$ cat src/rtl/vga_fb_write_arbiter.sv
// Write-port arbiter for the VGA frame buffer: two round-robin clients plus a full-screen fill engine.
// Optional macro VGA_FB_VBLANK_WRITE_EN restricts all writes to vertical blanking.
module vga_fb_write_arbiter #(
  parameter int HD        = 1280,
  parameter int VD        = 1024,
  parameter int ADDR_BITS = 11
) (
  input  logic                 clk,
  input  logic                 arst,
  input  logic                 c0_valid_i,
  output logic                 c0_ready_o,
  input  logic [1:0]           c0_color_i,
  input  logic [ADDR_BITS-1:0] c0_x_i,
  input  logic [ADDR_BITS-1:0] c0_y_i,
  input  logic                 c1_valid_i,
  output logic                 c1_ready_o,
  input  logic [1:0]           c1_color_i,
  input  logic [ADDR_BITS-1:0] c1_x_i,
  input  logic [ADDR_BITS-1:0] c1_y_i,
  input  logic                 fill_start_i,
  input  logic [1:0]           fill_color_i,
  input  logic                 vblank_i,
  output logic                 busy_o,
  output logic                 fill_done_o,
  output logic                 oob_o,
  output logic                 we_o,
  output logic [1:0]           color_o,
  output logic [ADDR_BITS-1:0] addr_x_o,
  output logic [ADDR_BITS-1:0] addr_y_o
);

  localparam logic [ADDR_BITS-1:0] X_MAX = ADDR_BITS'(HD - 1);
  localparam logic [ADDR_BITS-1:0] Y_MAX = ADDR_BITS'(VD - 1);

  typedef enum logic [1:0] {IDLE = 2'd0, FILL = 2'd1, DONE = 2'd2} state_t;

  state_t               state_q, state_d;
  logic                 rr_q, rr_d;
  logic [ADDR_BITS-1:0] cnt_x_q, cnt_x_d, cnt_y_q, cnt_y_d;
  logic                 last_q, last_d;
  logic [1:0]           fcolor_q, fcolor_d;
  logic                 we_d, oob_d, done_d, busy_d;
  logic [1:0]           color_d;
  logic [ADDR_BITS-1:0] x_d, y_d;
  logic                 vb_ok, grant0, grant1, fill_issue;
  logic [ADDR_BITS-1:0] px, py, gx, gy;
  logic [1:0]           pcolor, gcolor;

`ifdef VGA_FB_VBLANK_WRITE_EN
  assign vb_ok = vblank_i;
`else
  logic unused_vblank;
  assign vb_ok         = 1'b1;
  assign unused_vblank = vblank_i;
`endif

  // rr_q = 0 prefers client 0 when both request; a fill start blocks both grants
  always_comb begin
    grant0 = 1'b0;
    grant1 = 1'b0;
    if (state_q == IDLE && !fill_start_i && vb_ok) begin
      grant0 = c0_valid_i && (!c1_valid_i || !rr_q);
      grant1 = c1_valid_i && (!c0_valid_i ||  rr_q);
    end
  end

  assign c0_ready_o = grant0;
  assign c1_ready_o = grant1;
  assign gx         = grant1 ? c1_x_i     : c0_x_i;
  assign gy         = grant1 ? c1_y_i     : c0_y_i;
  assign gcolor     = grant1 ? c1_color_i : c0_color_i;

  always_comb begin
    state_d    = state_q;
    rr_d       = rr_q;
    cnt_x_d    = cnt_x_q;
    cnt_y_d    = cnt_y_q;
    last_d     = last_q;
    fcolor_d   = fcolor_q;
    we_d       = 1'b0;
    oob_d      = 1'b0;
    done_d     = 1'b0;
    busy_d     = busy_o;
    color_d    = color_o;
    x_d        = addr_x_o;
    y_d        = addr_y_o;
    fill_issue = 1'b0;
    px         = cnt_x_q;
    py         = cnt_y_q;
    pcolor     = fcolor_q;
    case (state_q)
      IDLE: begin
        if (fill_start_i) begin
          state_d    = FILL;
          busy_d     = 1'b1;
          fcolor_d   = fill_color_i;
          last_d     = 1'b0;
          cnt_x_d    = '0;
          cnt_y_d    = '0;
          px         = '0;
          py         = '0;
          pcolor     = fill_color_i;
          fill_issue = vb_ok;
        end else if (grant0 || grant1) begin
          rr_d = grant0;
          if (gx > X_MAX || gy > Y_MAX) begin
            oob_d = 1'b1;
          end else begin
            we_d    = 1'b1;
            color_d = gcolor;
            x_d     = gx;
            y_d     = gy;
          end
        end
      end
      FILL: begin
        if (last_q) begin
          state_d = DONE;
          busy_d  = 1'b0;
          done_d  = 1'b1;
        end else begin
          fill_issue = vb_ok;
        end
      end
      DONE:    state_d = IDLE;
      default: state_d = IDLE;
    endcase
    // cnt holds the next pixel to issue; last marks that (X_MAX, Y_MAX) has gone out
    if (fill_issue) begin
      we_d    = 1'b1;
      color_d = pcolor;
      x_d     = px;
      y_d     = py;
      if (px == X_MAX) begin
        cnt_x_d = '0;
        if (py == Y_MAX) last_d = 1'b1;
        else             cnt_y_d = py + 1'b1;
      end else begin
        cnt_x_d = px + 1'b1;
      end
    end
  end

  always_ff @(posedge clk or posedge arst) begin
    if (arst) state_q <= IDLE;
    else      state_q <= state_d;
  end

  always_ff @(posedge clk or posedge arst) begin
    if (arst) begin
      rr_q        <= 1'b0;
      cnt_x_q     <= '0;
      cnt_y_q     <= '0;
      last_q      <= 1'b0;
      fcolor_q    <= '0;
      we_o        <= 1'b0;
      oob_o       <= 1'b0;
      fill_done_o <= 1'b0;
      busy_o      <= 1'b0;
      color_o     <= '0;
      addr_x_o    <= '0;
      addr_y_o    <= '0;
    end else begin
      rr_q        <= rr_d;
      cnt_x_q     <= cnt_x_d;
      cnt_y_q     <= cnt_y_d;
      last_q      <= last_d;
      fcolor_q    <= fcolor_d;
      we_o        <= we_d;
      oob_o       <= oob_d;
      fill_done_o <= done_d;
      busy_o      <= busy_d;
      color_o     <= color_d;
      addr_x_o    <= x_d;
      addr_y_o    <= y_d;
    end
  end

endmodule

$ cat config.mk
export PLATFORM = sky130hd
export DESIGN_NAME = vga_fb_write_arbiter
export DESIGN_NICKNAME = d
export VERILOG_FILES = /design/src/rtl/vga_fb_write_arbiter.sv
export SDC_FILE = /design/constraint.sdc
export NUM_CORES = 1
export LEC_CHECK = 0
export ABC_CLOCK_PERIOD_IN_PS = 4400
export CAP_MARGIN = 10
export CORE_UTILIZATION = 48
export CTS_CLUSTER_SIZE = 40
export DETAILED_ROUTE_END_ITERATION = 8
export GPL_ROUTABILITY_DRIVEN = 0
export GPL_TIMING_DRIVEN = 0
export PLACE_DENSITY = 0.81
export SYNTH_ARGS = -nofsm -noshare
export SYNTH_HDL_FRONTEND = slang
export SYNTH_SLANG_ARGS = --single-unit
$ cat constraint.sdc
create_clock -name clk -period 4.4 [get_ports clk]
set_input_delay 0.88 -clock clk [delete_from_list [all_inputs] [get_ports clk]]
set_output_delay 0.88 -clock clk [all_outputs]
set_load 0.02 [all_outputs]
Word-level counts from Yosys, hierarchy flattened
Cells that the tools add are included.
Storage, ports and cells
  register bits after elaboration: 56
  bits in latches: 0
  bits in writable memories: 0
  ROM bits: 0
  bits of input ports: 56
  output and inout bits: 30
  logic and storage cells: 100
  memories kept: 0
Cells by class
  $add $sub $neg: 2
  multiply operators: 0
  divide/modulo/power cells: 0
  order comparisons: 2
  equality and inequality tests: 7
  shifts and indexed selects: 0
  mux-type cells: 56
  bitwise gates (word level): 1
  reductions and logical operators: 19
Operator list (count)
  11-bit two-way mux: 21
  11-bit by 1-bit adder with 11-bit output (second input constant): 2
  1-bit two-way mux: 22
  2-bit two-way mux: 10
  11-bit by 10-bit equality test with 1-bit output (second input constant): 1
  11-bit equality test (second input constant): 1
  11-bit by 10-bit > comparator with 1-bit output (second input constant): 1
  11-bit > comparator (second input constant): 1
  2-bit != test (second input constant): 3
  3-bit AND reduction: 2
  2-bit nonzero test: 3
  1-bit logical NOT: 4
  1-bit logical OR: 4
  1-bit one-hot mux with 2 select lines: 2
  2-bit one-hot mux with 2 select lines: 1
  4-bit AND reduction: 1
  1-bit logical AND: 3
  2-bit by 1-bit equality test with 1-bit output (second input constant): 1
  2-bit logical NOT: 1
  2-bit by 1-bit != test with 1-bit output (second input constant): 1
  2-bit AND reduction: 1
  1-bit NOT: 1

Logic depth before layout (Yosys ltp)
  depth after elaboration: 12
  gate-level depth with buffers: 12
  mapped depth without buffers: 9

Worst setup path after synthesis
Ideal clock, no wire load.
  kind: input port to flip-flop
  start: input port fill_start_i
  end: register cnt_y_q[9]
  setup time: 0.119 ns
  arrival time: 3.383 ns
  data required time: 4.281 ns
  path slack: 0.898 ns
  stages on the path: 11
  buffers on the path: 3
  path through: or3b_1 > buf_2 > clkbuf_1 > clkbuf_1 > and2_1 > ha_1 > and3_1 > nand4_1 > or4_4 > o31a_1 > o21a_1
Between the ends
  cells in the longest elaborated chain, start to end: 6
  elaborated cells on any way between the ends: 12
  classes of those cells: add/sub (1); eq/ne (2); mux (9)
Ends and longest elaborated chain
  from (decl): RTL line 20  | input logic fill_start_i,
  11-bit two-way mux: RTL line 93  | if (fill_start_i) begin
  11-bit two-way mux: RTL line 91  | case (state_q)
  11-bit by 1-bit adder with 11-bit output or 11-bit by 10-bit equality test with 1-bit output (tied branches): RTL line 137, 136
  11-bit two-way mux: RTL line 136  | if (py == Y_MAX) last_d = 1'b1;
  11-bit two-way mux: RTL line 134  | if (px == X_MAX) begin
  11-bit two-way mux *: RTL line 129  | if (fill_issue) begin
  net cnt_y_d[9]: RTL line 39  | logic [ADDR_BITS-1:0] cnt_x_q, cnt_x_d, cnt_y_q, cnt_y_d;
  to (signal assigned): RTL line 166  | cnt_y_q <= cnt_y_d;
  to (decl): RTL line 39
The timed path passes the listed nets; every way through them passes the cells marked *.
A chain may end at the register's enable or synchronous reset.

Worst setup path after layout
Same ends and word-level chain as after synthesis.

==> summary.txt <==
Run status
  • Status: finished, final reports clean

Drt
  • DR WL/cell: 17.44 um
  • Router iterations before antenna repair: 5
  • DR vias: 2731
  • WL final: 8233 um
  • Drt initial violations: 258
  • Routed vias/inst: 5.786
  • Antenna Violating Nets Remaining: 0
  • DRC Markers: 0

Timing
  • Setup_tns: 0 ns
  • Slew Limit Fails: 0
  • Post-route clock period utilization: 93.95%
  • Final hold violation count: 0
  • Final setup fails: 0
  • Actual slew at the worst max-slew pin: 0.8023 ns
  • Rel. slew slack: 46.28%
  • Fmax: 241.9 MHz
  • Unrepaired setup endpoints after global routing: false
  • Final Critical Period: 4.134 ns
  • Skew final: 0.007636 ns
  • Worst setup margin: 0.2663 ns

Floorplan
  • IO Count: 86
  • Die Wd: 80.25 um
  • Height of the die: 80.25 um
  • Initial Utilization: 49.64%
  • Std cell rows: 28
  • CORE AREA: 5921 um2
  • Die area: 6440 um2

Synthesis
  • FFs w/ async S/R, synth: 100.0%
  • Post-synthesis sequential area ratio: 47.68%
  • Syn Area/Cell: 9.668 um2
  • Post-synthesis sequential element count: 56
  • Syn_nets: 362
  • Gate Count Post-Synth: 304
  • Synth area leaders: dfrtp_1 (48%), mux2i_1 (8.2%), nand2_1 (6.0%)
  • Distinct cell type count after synthesis: 49
  • Post-synth EDFFs: 0
  • Synthesized area: 2939 um2
  • Top_reg_cell synth: dfrtp_1
  • Top-area cell type share of the netlist area: 47.68%
  • Synth top cells by count: dfrtp_1 (56), nand2_1 (47), nand3_1 (30)
  • Most frequent cell after synthesis: dfrtp_1
  • Ys Warns: 0
  • Leading area contributor after synthesis: dfrtp_1

Layout
  • P&R area growth vs syn: 36.23%
  • Share of cells above drive strength 1: 6.045%
  • N_diodes: 0
  • Final core occ: 67.62%
  • Number of nets in the layout: 454
  • FILL cells: 471

Clock tree
  • CTS Sinks: 56
  • Total CTS buffers: 5
  • Reg clk slew, reported paths: 0.10 ns
  • Cts hold-fix bufs: 0
  • CTS tree: done
  • Clock Tree Root: clkbuf_8
  • Clk buf depth: 2
  • Worst-Skew Late Latency: 0.31 ns
  • CTS H-tree depth: 2
  • Post-CTS setup buffers: 0
  • Post-cts resize count: 0

Worst hold path
  • Hold crit path type: reg2reg

GRT
  • GRT Total Usage: 26.62%
  • First-pass GRT wire length: 12970 um
  • Initial antenna violation count: 0
  • Vias in the first global route: 2664
  • Largest net degree at the start of global routing: 31
  • GRT overflow: 0

Power and ir drop
  • P per Cell Area: 324.9 nW/um2
  • Total power: 1.301 mW
  • Leak: 1.822 nW
  • Max IR drop VDD: 0.1970 mV

Critical path
  • CP most frequent cell: clkbuf_2
  • CP Class: in2reg
  • Arr. time, crit path: 4.34 ns
  • Crit path required time: 4.61 ns
  • Crit. End Element: flip-flop
  • Crit-path cells: clkdlybuf4s50_1, or3b_1, buf_2, clkbuf_2, clkbuf_2, and2_1, ha_1, and3_1, nand4_1, or4_4, o31a_1, o21a_1
  • Slowest-stage cell, CP: or4_4
  • CP Launch Type: primary input
  • Worst-path fanout max: 10
  • Slowest stage delay, CP: 0.55 ns

Placed design
  • Port Buffer Count: 84
  • Pre-CTS worst setup slack: -0.2873 ns
  • Post-detail-place hpwl: 6134 um

Run
  • MaxCap Viol Count: 0
-- critical path: cells and delay by family --
kind / cells / cell delay, ns
AOI/OAI and AO/OA: 2 / 0.43
adders and majority gates: 1 / 0.22
buffers and inverters: 4 / 1.34
and+or+nand+nor: 5 / 1.47
-- flip-flops by register name (all words and copies together) (netlist names) --
signal / count
addr_x_o: 11
state_q: 2
cnt_y_q: 11
busy_o: 1
last_q: 1
addr_y_o: 11
color_o: 2
cnt_x_q: 11
we_o: 1
oob_o: 1
fill_done_o: 1
rr_q: 1
fcolor_q: 2
-- kinds of logic after synthesis --
group | share of synthesized area [%]
xor+xnor | 2.980
mux | 8.557
compound gates | 11.75
fa+ha+maj | 0.8513
flops | 47.68
simple gates | 24.52
buf+inv | 3.661
-- path summary, 6_finish.rpt --
path | from | endpoint | slack [ns] | depth (start not counted)
worst min register to register | fcolor_q[1]$_DFF_PP0_ | fcolor_q[1]$_DFF_PP0_ | 0.49 | 2
worst max-delay path | fill_start_i | cnt_y_q[9]$_DFF_PP0_ | 0.27 | 12
max in group asynchronous | arst | addr_x_o[8]$_DFFE_PP0P_ | 2.89 | 3
worst min-delay path | fcolor_q[1]$_DFF_PP0_ | fcolor_q[1]$_DFF_PP0_ | 0.49 | 2
min in group asynchronous | arst | color_o[0]$_DFFE_PP0P_ | 0.94 | 2
worst max register to register | state_q[0]$_DFFE_PP0P_ | cnt_y_q[9]$_DFF_PP0_ | 0.89 | 12
-- power breakdown --
group,switching [mW],total (mW),internal [mW]
registers,0.0618,0.647,0.586
clock network,0.169,0.338,0.169
logic,0.151,0.316,0.165
total,0.381,1.30,0.920
-- placed cells by master (no fill, tap or decap), types with 7 or more instances in the layout --
master	instances
clkdlybuf4s50_1	84
nor2_1	14
mux2i_1	24
o21ai_0	9
clkbuf_1	10
dfrtp_1	56
o211ai_1	19
nand3_1	30
inv_1	7
nand2_1	47
-- routing by layer --
metal | wire (um) | up-vias | part of all wire (%) | GRT usage (%)
met5 | 0 | - | 0 | 0
met4 | 108 | 0 | 1.3 | 8.750
met3 | 511 | 13 | 6.2 | 4.318
met2 | 4050 | 115 | 49 | 43.59
met1 | 3564 | 1322 | 43 | 35.92
li1 | - | 1281 | - | -
-- per-stage QoR --
stage | hold slack (ns) | cell area, um2 | std cells
floorplan | 0.4415 | 2939 | 304
global route | 0.5059 | 4004 | 472
CTS | 0.4862 | 4001 | 472
global placement | 0.4594 | 3874 | 463
detailed placement | 0.4638 | 3894 | 464
finish | 0.4904 | 4004 | 472
-- final cells by class --
class	count	area [um2]	share of cell area, %
tap	75	93.84	2.344
timing repair buffer	85	860.8	21.50
sequential	56	1401	35.00
clock inverter	2	35.03	0.8750
clock buffer	6	72.57	1.812
multi-input combinational	224	1430	35.72
buffer	16	80.08	2.000
inverter	8	30.03	0.7500
Power figures use the tool's default switching activity.
